## src/rtl/mux_rr_nway.sv

```systemverilog
// N-channel registered stream multiplexer with round-robin or fixed-priority arbitration.
// A single output register holds the granted word until the consumer takes it.
module mux_rr_nway #(
  parameter int unsigned WIDTH  = 16,
  parameter int unsigned NUM_CH = 4,
  localparam int unsigned SEL_W = $clog2(NUM_CH)
) (
  input  logic                    clk,
  input  logic                    rst_n,
  input  logic                    mode,
  input  logic [NUM_CH*WIDTH-1:0] in_data,
  input  logic [NUM_CH-1:0]       in_valid,
  output logic [NUM_CH-1:0]       in_ready,
  output logic [WIDTH-1:0]        out_data,
  output logic [SEL_W-1:0]        out_sel,
  output logic                    out_valid,
  input  logic                    out_ready
);

  localparam logic [SEL_W-1:0] LastCh = SEL_W'(NUM_CH - 1);

  logic [WIDTH-1:0]  data_q, data_d;
  logic [SEL_W-1:0]  sel_q, sel_d;
  logic              valid_q, valid_d;
  logic [SEL_W-1:0]  ptr_q, ptr_d;

  logic [NUM_CH-1:0] grant;
  logic [SEL_W-1:0]  grant_idx;
  logic [WIDTH-1:0]  grant_data;
  logic              load;
  logic              found;

  // Two passes: channels at or above the pointer first, then wrap to the lowest valid one.
  // In fixed-priority mode the first pass covers every channel, so the pointer drops out.
  always_comb begin
    grant     = '0;
    grant_idx = '0;
    found     = 1'b0;
    for (int unsigned i = 0; i < NUM_CH; i++) begin
      if (!found && in_valid[i] && (mode || (SEL_W'(i) >= ptr_q))) begin
        found     = 1'b1;
        grant[i]  = 1'b1;
        grant_idx = SEL_W'(i);
      end
    end
    for (int unsigned i = 0; i < NUM_CH; i++) begin
      if (!found && in_valid[i]) begin
        found     = 1'b1;
        grant[i]  = 1'b1;
        grant_idx = SEL_W'(i);
      end
    end
  end

  always_comb begin
    grant_data = '0;
    for (int unsigned i = 0; i < NUM_CH; i++) begin
      if (grant[i]) begin
        grant_data = grant_data | in_data[i*WIDTH +: WIDTH];
      end
    end
  end

  assign load     = (|in_valid) & (~valid_q | out_ready) & rst_n;
  assign in_ready = load ? grant : '0;

  always_comb begin
    data_d  = data_q;
    sel_d   = sel_q;
    valid_d = valid_q;
    ptr_d   = ptr_q;
    if (load) begin
      data_d  = grant_data;
      sel_d   = grant_idx;
      valid_d = 1'b1;
      if (!mode) begin
        ptr_d = (grant_idx == LastCh) ? '0 : grant_idx + SEL_W'(1);
      end
    end else if (valid_q && out_ready) begin
      valid_d = 1'b0;
    end
  end

  always_ff @(posedge clk) begin
    if (!rst_n) begin
      data_q  <= '0;
      sel_q   <= '0;
      valid_q <= 1'b0;
      ptr_q   <= '0;
    end else begin
      data_q  <= data_d;
      sel_q   <= sel_d;
      valid_q <= valid_d;
      ptr_q   <= ptr_d;
    end
  end

  assign out_data  = data_q;
  assign out_sel   = sel_q;
  assign out_valid = valid_q;

endmodule

```

## config.mk

```make
export PLATFORM = sky130hd
export DESIGN_NAME = mux_rr_nway
export DESIGN_NICKNAME = d
export VERILOG_FILES = /design/src/rtl/mux_rr_nway.sv
export SDC_FILE = /design/constraint.sdc
export NUM_CORES = 1
export LEC_CHECK = 0
export CORE_MARGIN = 10
export CORE_UTILIZATION = 40
export CTS_CLUSTER_SIZE = 12
export DETAILED_ROUTE_END_ITERATION = 12
export PLACE_DENSITY_LB_ADDON = 0.12
export SETUP_SLACK_MARGIN = 0.1
export SLEW_MARGIN = 20
export SYNTH_ARGS = -nofsm -noshare
export SYNTH_HDL_FRONTEND = slang
export SYNTH_SLANG_ARGS = --single-unit
```

## constraint.sdc

```tcl
create_clock -name clk -period 6.45 [get_ports clk]
set_input_delay 1.29 -clock clk [delete_from_list [all_inputs] [get_ports clk]]
set_output_delay 1.29 -clock clk [all_outputs]
set_load 0.03 [all_outputs]
```

==> results of run 1 <==
## synth_stat cells, types with 2 or more instances
cell,instances,share of area
a32oi_1,13,0.070
nor2_1,8,0.019
a41oi_1,10,0.054
nand2b_1,3,0.012
inv_1,13,0.030
and3_1,2,0.0077
buf_6,2,0.014
o21ai_1,8,0.025
a221o_1,3,0.019
dfxtp_1,21,0.26
and2_1,3,0.012
o221ai_1,3,0.016
nand2_1,27,0.063
o221a_2,2,0.014
o22ai_1,2,0.0077
nand4_1,3,0.012
o21ai_0,9,0.028
buf_2,7,0.022
nor4_1,2,0.0077
a211oi_1,3,0.014
a21oi_1,27,0.083
o2bb2ai_1,2,0.011
clkbuf_1,9,0.021
nand3_1,13,0.040
## power by group
part / total [mW] / switching, mW / internal (mW)
clock: 0.0918 / 0.0486 / 0.0432
sequential: 0.154 / 0.00914 / 0.145
combinational: 0.184 / 0.0929 / 0.0913
total: 0.430 / 0.151 / 0.280
## stage by stage
step                      cells  cell area [um2]  worst slack [ns]  hold WS (ns)
after global placement      349             2570             1.133        0.4637
after CTS                   353             2616             1.046        0.4857
after floorplan             220             1622             2.239        0.5150
after detailed placement    349             2570             1.047        0.4733
after global routing        353             2620            0.9200        0.5217
final                       353             2620             1.046        0.4814
## state kept, by name, summed over array words and instances, names as in the netlist
name / count
ptr_q: 2
out_sel: 2
out_valid: 1
out_data: 16
## layout by cell type (no fill, tap or decap), types with 2 or more instances in the layout
cell type / n
a21oi_1: 27
inv_1: 13
and2_1: 3
buf_4: 5
clkdlybuf4s50_1: 94
a211oi_1: 3
a221o_1: 3
nand2_1: 27
o2bb2ai_1: 2
o21ai_1: 8
nand4_1: 3
o22ai_1: 2
dfxtp_1: 21
nor2_1: 8
and3_1: 2
nand2b_1: 3
o221ai_1: 3
o21ai_0: 9
a41oi_1: 10
a32oi_1: 13
nand3_1: 13
o221a_2: 2
clkbuf_8: 3
## tightest hold or removal path, stage by stage, from the launching register on
cell and delay (ns):
dfxtp_1 0.32, nand3_1 0.06, o21ai_0 0.06
## logic make-up (layout without fill, tap and decap cells)
logic type / Yosys count / count (layout) / share of synthesized area
compound gates: 94 / 94 / 0.4159
simple gates: 72 / 72 / 0.2307
buf+inv: 33 / 116 / 0.09413
flops: 21 / 21 / 0.2593
## how the worst max path moves through the flow
stage	from	end	depth (start not counted)
4_1_cts	in_valid[1]	in_ready[2]	7
3_3_place_gp	in_valid[1]	in_ready[2]	7
6_report	in_valid[1]	in_ready[2]	7
2_1_floorplan	in_valid[1]	in_ready[2]	7
3_5_place_dp	in_valid[1]	in_ready[2]	7
5_1_grt	in_valid[1]	in_ready[2]	7
## layer usage
layer,routed length [um],part of all wire,vias to the layer above
met5,0,0,-
met4,48,0.0074,0
met3,564,0.087,4
met2,3125,0.48,108
met1,2748,0.42,950
li1,-,-,1008
## final cells by class
type	instances	area [um2]
tap	50	62.56
clock inverter	1	5.005
timing repair buffer	99	978.4
multi-input combinational	166	1064
sequential	21	420.4
inverter	13	48.80
clock buffer	3	41.29
fill	366	1351
==> parameters.txt, run 1 <==
Parameter                              Value

Run status
  Result of the run    complete, no violations

Critical path
  Crit Path Category    primary input to output port
  Total buffers and inverters traversed by the critical path    2
  Top cell family by delay on the critical path    simple AND/OR/NAND/NOR gates
  Longest individual stage delay on the worst path    ~0.69 ns
  R2R Setup Slk    ~4.2 ns
  Element type at the critical path start    primary input
  Crit path DAT    slightly above 4 ns
  Reg2Reg Depth    5
  R2r endpoint    out_data[4]
  Series of cell instances along the critical path    clkdlybuf4s50_1 > or4b_4 > o21a_4 > nor3_4 > nor2_1 > nor2_1 > clkdlybuf4s50_1
  Startpoint of the worst-slack reg-to-reg timing path    ptr_q[0]
  Required time of the worst setup path    between 5 and 6 ns
  Highest fanout seen on the critical path    13
  Kind of end point of the critical path    output port
  Slowest stage cell, crit path    clkdlybuf4s50_1

Layout
  Layout Area Growth over Synthesis    61.57%
  Post-layout net count    ~380
  Fraction of final layout cells with drive strength greater than 1    0.08581
  Number of diodes added for antenna fixing    0
  Post-layout util    0.6597

Timing
  Hold Vio Cnt, Final    0
  Final Max Tran Viols    0
  Unrepaired setup endpoints after global routing    false
  Setup-violating endpoint count in the final report    0
  Final Skew    between 0.003 and 0.004 ns
  Max Freq    185.0 MHz
  Max-Slew Margin vs Limit    0.4576
  Post-Route Setup TNS    0 ns
  Slew at the pin with the worst max-slew slack    0.8107 ns
  Minimum period implied by the final worst setup slack    ~5.4 ns
  Period Utilization, post-route    0.8379

Route
  Length of the first detailed-routing pass in iterations    4
  Number of vias in the routed layout    around 2100
  Routed vias/inst    between 5 and 6
  Detailed Route WL    6487 um
  Count of nets left with antenna violations after detail routing    0
  Initial drt markers    roughly 200
  Post-DR wirelength/cell    ~18 um
  Number of DRC violations after detailed routing    0

Floorplanning
  Chip height    around 84 um
  Initial cell density of the core    0.4083
  Width of the die    roughly 84 um
  Core Region    0.003971 mm2
  Die area    about 0.007 mm2
  I/O pins    95
  Number of rows created at floorplan    23

GRT
  Peak-usage layer in the global routing report    met2
  Antenna violations before repair    0
  Met3 Use GR    0.05176
  Vias in the first global route    approximately 2000
  Grt total ovfl    0
  Met1 usage    0.2292
  Overall track demand over capacity in global routing    0.1760
  Fraction of met2 tracks used by global routing    0.2808
  Largest net degree at the start of global routing    36
  Global-route wire length before repair    ~11000 um

CTS
  CTS tree    done
  Root Buffer Master    clkbuf_8
  Later-pin clock latency in the skew report    roughly 0.27 ns
  Maximum level of the CTS H-tree    1
  Number of buffers inserted for hold repair after clock tree synthesis    0
  Count of clock tree sinks    21
  Number of buffers created by CTS    3
  Number of buffers inserted by post-CTS setup repair    0
  Post-cts resize count    0
  Post-CTS clock slew at the launch and capture registers of the worst setup and hold paths    0.08 ns
  Longest Clk Path Bufs    2

Placement
  HPWL Detailed    ~4800 um
  Routability congestion estimate from global placement    0.8685
  Port bufs    94

Synth
  Most instantiated flip-flop cell in the synthesis netlist    dfxtp_1
  Cells after Synth    220
  Sequential-to-total area share from yosys stat    0.2593
  Number of flops mapped to enable cells by yosys    0
  Yosys warnings    0
  Synth Net Count    between 200 and 300
  Post-synthesis cell type count    49
  Mean post-synth cell area    ~7.4 um2
  Total of flip-flops plus latches after synthesis    21
  Post-synthesis instance area    between 0.0015 and 0.002 mm2
  Async S/R FF share, synth    0

Job
  MaxCap Viol Count    0

Worst hold path
  Path category of the worst min-delay check    register to register
  Worst hold stages    2
  Hold Crit Endpoint    out_sel[1]
  Hold path startpoint    out_sel[1]

Pwr
  Areal power density over the cells    164.3 mW/mm2
  Maximum ir drop on the vdd rail    around 0.095 mV
  Total leakage power    roughly 0.94 nW
  Final Total Pwr    between 0.4 and 0.5 mW
Note: power is estimated with default switching activity, not from simulation.
==> inputs of run 2 (changes only) <==
--- a/config.mk
+++ b/config.mk
@@ -6,7 +6,7 @@
 export NUM_CORES = 1
 export LEC_CHECK = 0
 export CORE_MARGIN = 10
-export CORE_UTILIZATION = 40
+export CORE_UTILIZATION = 38
 export CTS_CLUSTER_SIZE = 12
 export DETAILED_ROUTE_END_ITERATION = 12
 export PLACE_DENSITY_LB_ADDON = 0.12
==> constraint.sdc (replaced) <==
create_clock -name clk -period 5.4 [get_ports clk]
set_input_delay 1.08 -clock clk [delete_from_list [all_inputs] [get_ports clk]]
set_output_delay 1.08 -clock clk [all_outputs]
set_load 0.03 [all_outputs]
==> run 2 against run 1 <==
Clock skew is 0.0013 ns lower. Highest routed layer unchanged. Register-to-register slack worse by 1.0 ns. Sequential power is 19% higher. Clock power is 18% higher. First-iteration DRC count is 20% lower. Design area is 0.91% higher. Power is 20% higher. Non-clock buffer count is 4 higher. Critical path depth is 1 lower. Final cell count is 1.1% higher. Flip-flop and latch count stayed put. Global-route usage is 0.47 points lower.
==> parameters.txt, run 2 (synthesized netlist as in run 1, its figures left out) <==
Parameter                              Value

Run status
  Result of the run    complete, no violations

Pwr
  Total leakage power    0.9622 nW
  Maximum ir drop on the vdd rail    about 0.15 mV
  Areal power density over the cells    around 190 mW/mm2

Critical path
  Element type at the critical path start    primary input
  R2R Setup Slk    between 3 and 4 ns
  CP Capture Point    in_ready[0]
  Crit Path Category    primary input to output port
  Reg2Reg Depth    5
  Launching instance or port of the critical path    in_valid[1]
  Count of cell instances traversed by the critical path    6
  Crit path DAT    approximately 3.5 ns
  Total buffers and inverters traversed by the critical path    2
  Startpoint of the worst-slack reg-to-reg timing path    ptr_q[0]
  Highest fanout seen on the critical path    9
  Series of cell instances along the critical path    clkdlybuf4s50_1 > or4b_4 > o211ai_2 > a21o_1 > and4_1 > clkdlybuf4s50_1
  Slowest stage cell, crit path    clkdlybuf4s50_1
  Longest individual stage delay on the worst path    around 0.70 ns
  R2r endpoint    out_data[2]
  Kind of end point of the critical path    output port
  Required time of the worst setup path    approximately 4.3 ns
  Crit-path most repeated cell    clkdlybuf4s50_1
  Top cell family by delay on the critical path    buffers and inverters

Job
  MaxCap Viol Count    0

Timing
  Hold Vio Cnt, Final    0
  Unrepaired setup endpoints after global routing    false
  Slew at the pin with the worst max-slew slack    0.7755 ns
  Final Skew    around 0.002 ns
  Max Freq    roughly 220 MHz
  Post-Route Setup TNS    0 ns
  Final Max Tran Viols    0
  Max-Slew Margin vs Limit    0.4811
  Setup-violating endpoint count in the final report    0
  Worst Slack Setup Final    between 0.8 and 0.9 ns
  Minimum period implied by the final worst setup slack    4.599 ns
  Period Utilization, post-route    0.8516

Layout
  Layout Area Growth over Synthesis    63.04%
  Post-layout net count    380
  Area of combinational cells with multiple inputs    roughly 0.0011 mm2
  Number of diodes added for antenna fixing    0
  Fraction of final layout cells with drive strength greater than 1    0.09772
  Number of fillers in the final layout    about 370
  Sequential cell area    ~420 um2
  Most frequent cells in the layout    clkdlybuf4s50_1, nand2_1, a21oi_1, dfxtp_1
  Number of flip-flops in the largest register    16
  Leading cell type in the layout, fill and taps excluded    clkdlybuf4s50_1

Worst hold path
  Path category of the worst min-delay check    register to register

Floorplanning
  I/O pins    between 90 and 100
  Die area    around 0.0073 mm2
  Initial cell density of the core    0.3996
  Width of the die    85.33 um
  Number of rows created at floorplan    23
  Chip height    about 85 um
  Core Region    0.004058 mm2

Route
  Length of the first detailed-routing pass in iterations    5
  Initial drt markers    159
  Detailed Route WL    6582 um
  Number of vias in the routed layout    roughly 2100
  Number of DRC violations after detailed routing    0
  Count of nets left with antenna violations after detail routing    0
  Post-DR wirelength/cell    18.44 um
  Routed vias/inst    between 5 and 6

GRT
  Grt total ovfl    0
  Vias in the first global route    2095
  Global-route wire length before repair    10420 um
  Largest net degree at the start of global routing    35
  Overall track demand over capacity in global routing    0.1713
  Antenna violations before repair    0

CTS
  CTS tree    done
  Post-cts resize count    0
  Maximum level of the CTS H-tree    1
  Post-CTS clock slew at the launch and capture registers of the worst setup and hold paths    ~0.08 ns
  Longest Clk Path Bufs    2
  Number of buffers inserted by post-CTS setup repair    0
  Count of clock tree sinks    21
  Root Buffer Master    clkbuf_8
  Number of buffers created by CTS    3
  Later-pin clock latency in the skew report    around 0.27 ns
  Number of buffers inserted for hold repair after clock tree synthesis    0

Placement
  Routability congestion estimate from global placement    around 0.84
  Worst Setup Slack post-DPL    ~0.81 ns
  HPWL Detailed    4896 um
  Port bufs    94
## run 2: changes by cell type in the layout (fill, tap and decap cells not counted)
cell	previous run	this run
clkdlybuf4s50_1	94	93
buf_4	5	10
o21bai_1	0	1
o21bai_2	1	0
## run 2: final cells by class
type,count,area share
multi-input combinational,166,0.4009
timing repair buffer,103,0.3805
sequential,21,0.1590
tap,50,0.02366
inverter,13,0.01846
clock buffer,3,0.01562
clock inverter,1,0.001893
## run 2: per-layer routing
layer,global-route usage,wire length (um),vias to the layer above
met5,0,0,-
met4,0.03892,51,0
met3,0.06883,700,4
met2,0.2677,2949,106
met1,0.2142,2881,980
li1,-,-,1016
## run 2: worst min-delay path by stage
stage / start / to / slack [ns] / cells after the start
floorplan: ptr_q[0] / ptr_q[0] / 0.52 / 2
global placement: out_sel[1] / out_sel[1] / 0.47 / 2
detailed placement: out_sel[1] / out_sel[1] / 0.47 / 2
CTS: out_sel[1] / out_sel[1] / 0.49 / 2
global route: out_sel[1] / out_sel[1] / 0.51 / 2
finish: out_sel[1] / out_sel[1] / 0.49 / 2
## run 2: worst register-to-register path, cell delays in order, from the launching register on
cell     delay, ns
dfxtp_1       0.46
or4b_4        0.52
o21a_4        0.16
nor2_1        0.59
a32oi_1       0.22
a41oi_1       0.25
## run 2: stage by stage
step	hold WS [ns]	util	cell area (um2)	power [mW]	cells
3_3_place_gp	0.4685	0.6401	2597	0.4072	353
3_5_place_dp	0.4708	0.6401	2597	0.4085	353
2_1_floorplan	0.5150	-	1622	0.2970	220
4_1_cts	0.4903	0.6516	2644	0.5192	357
6_report	0.4866	0.6516	2644	0.5151	357
5_1_grt	0.5075	0.6516	2644	0.5446	357
## run 2: power by group
part	switching (mW)	leakage [nW]	internal, mW
logic	0.112	0.761	0.111
clock network	0.0568	0.0255	0.0516
registers	0.0106	0.175	0.174
total	0.179	0.962	0.336
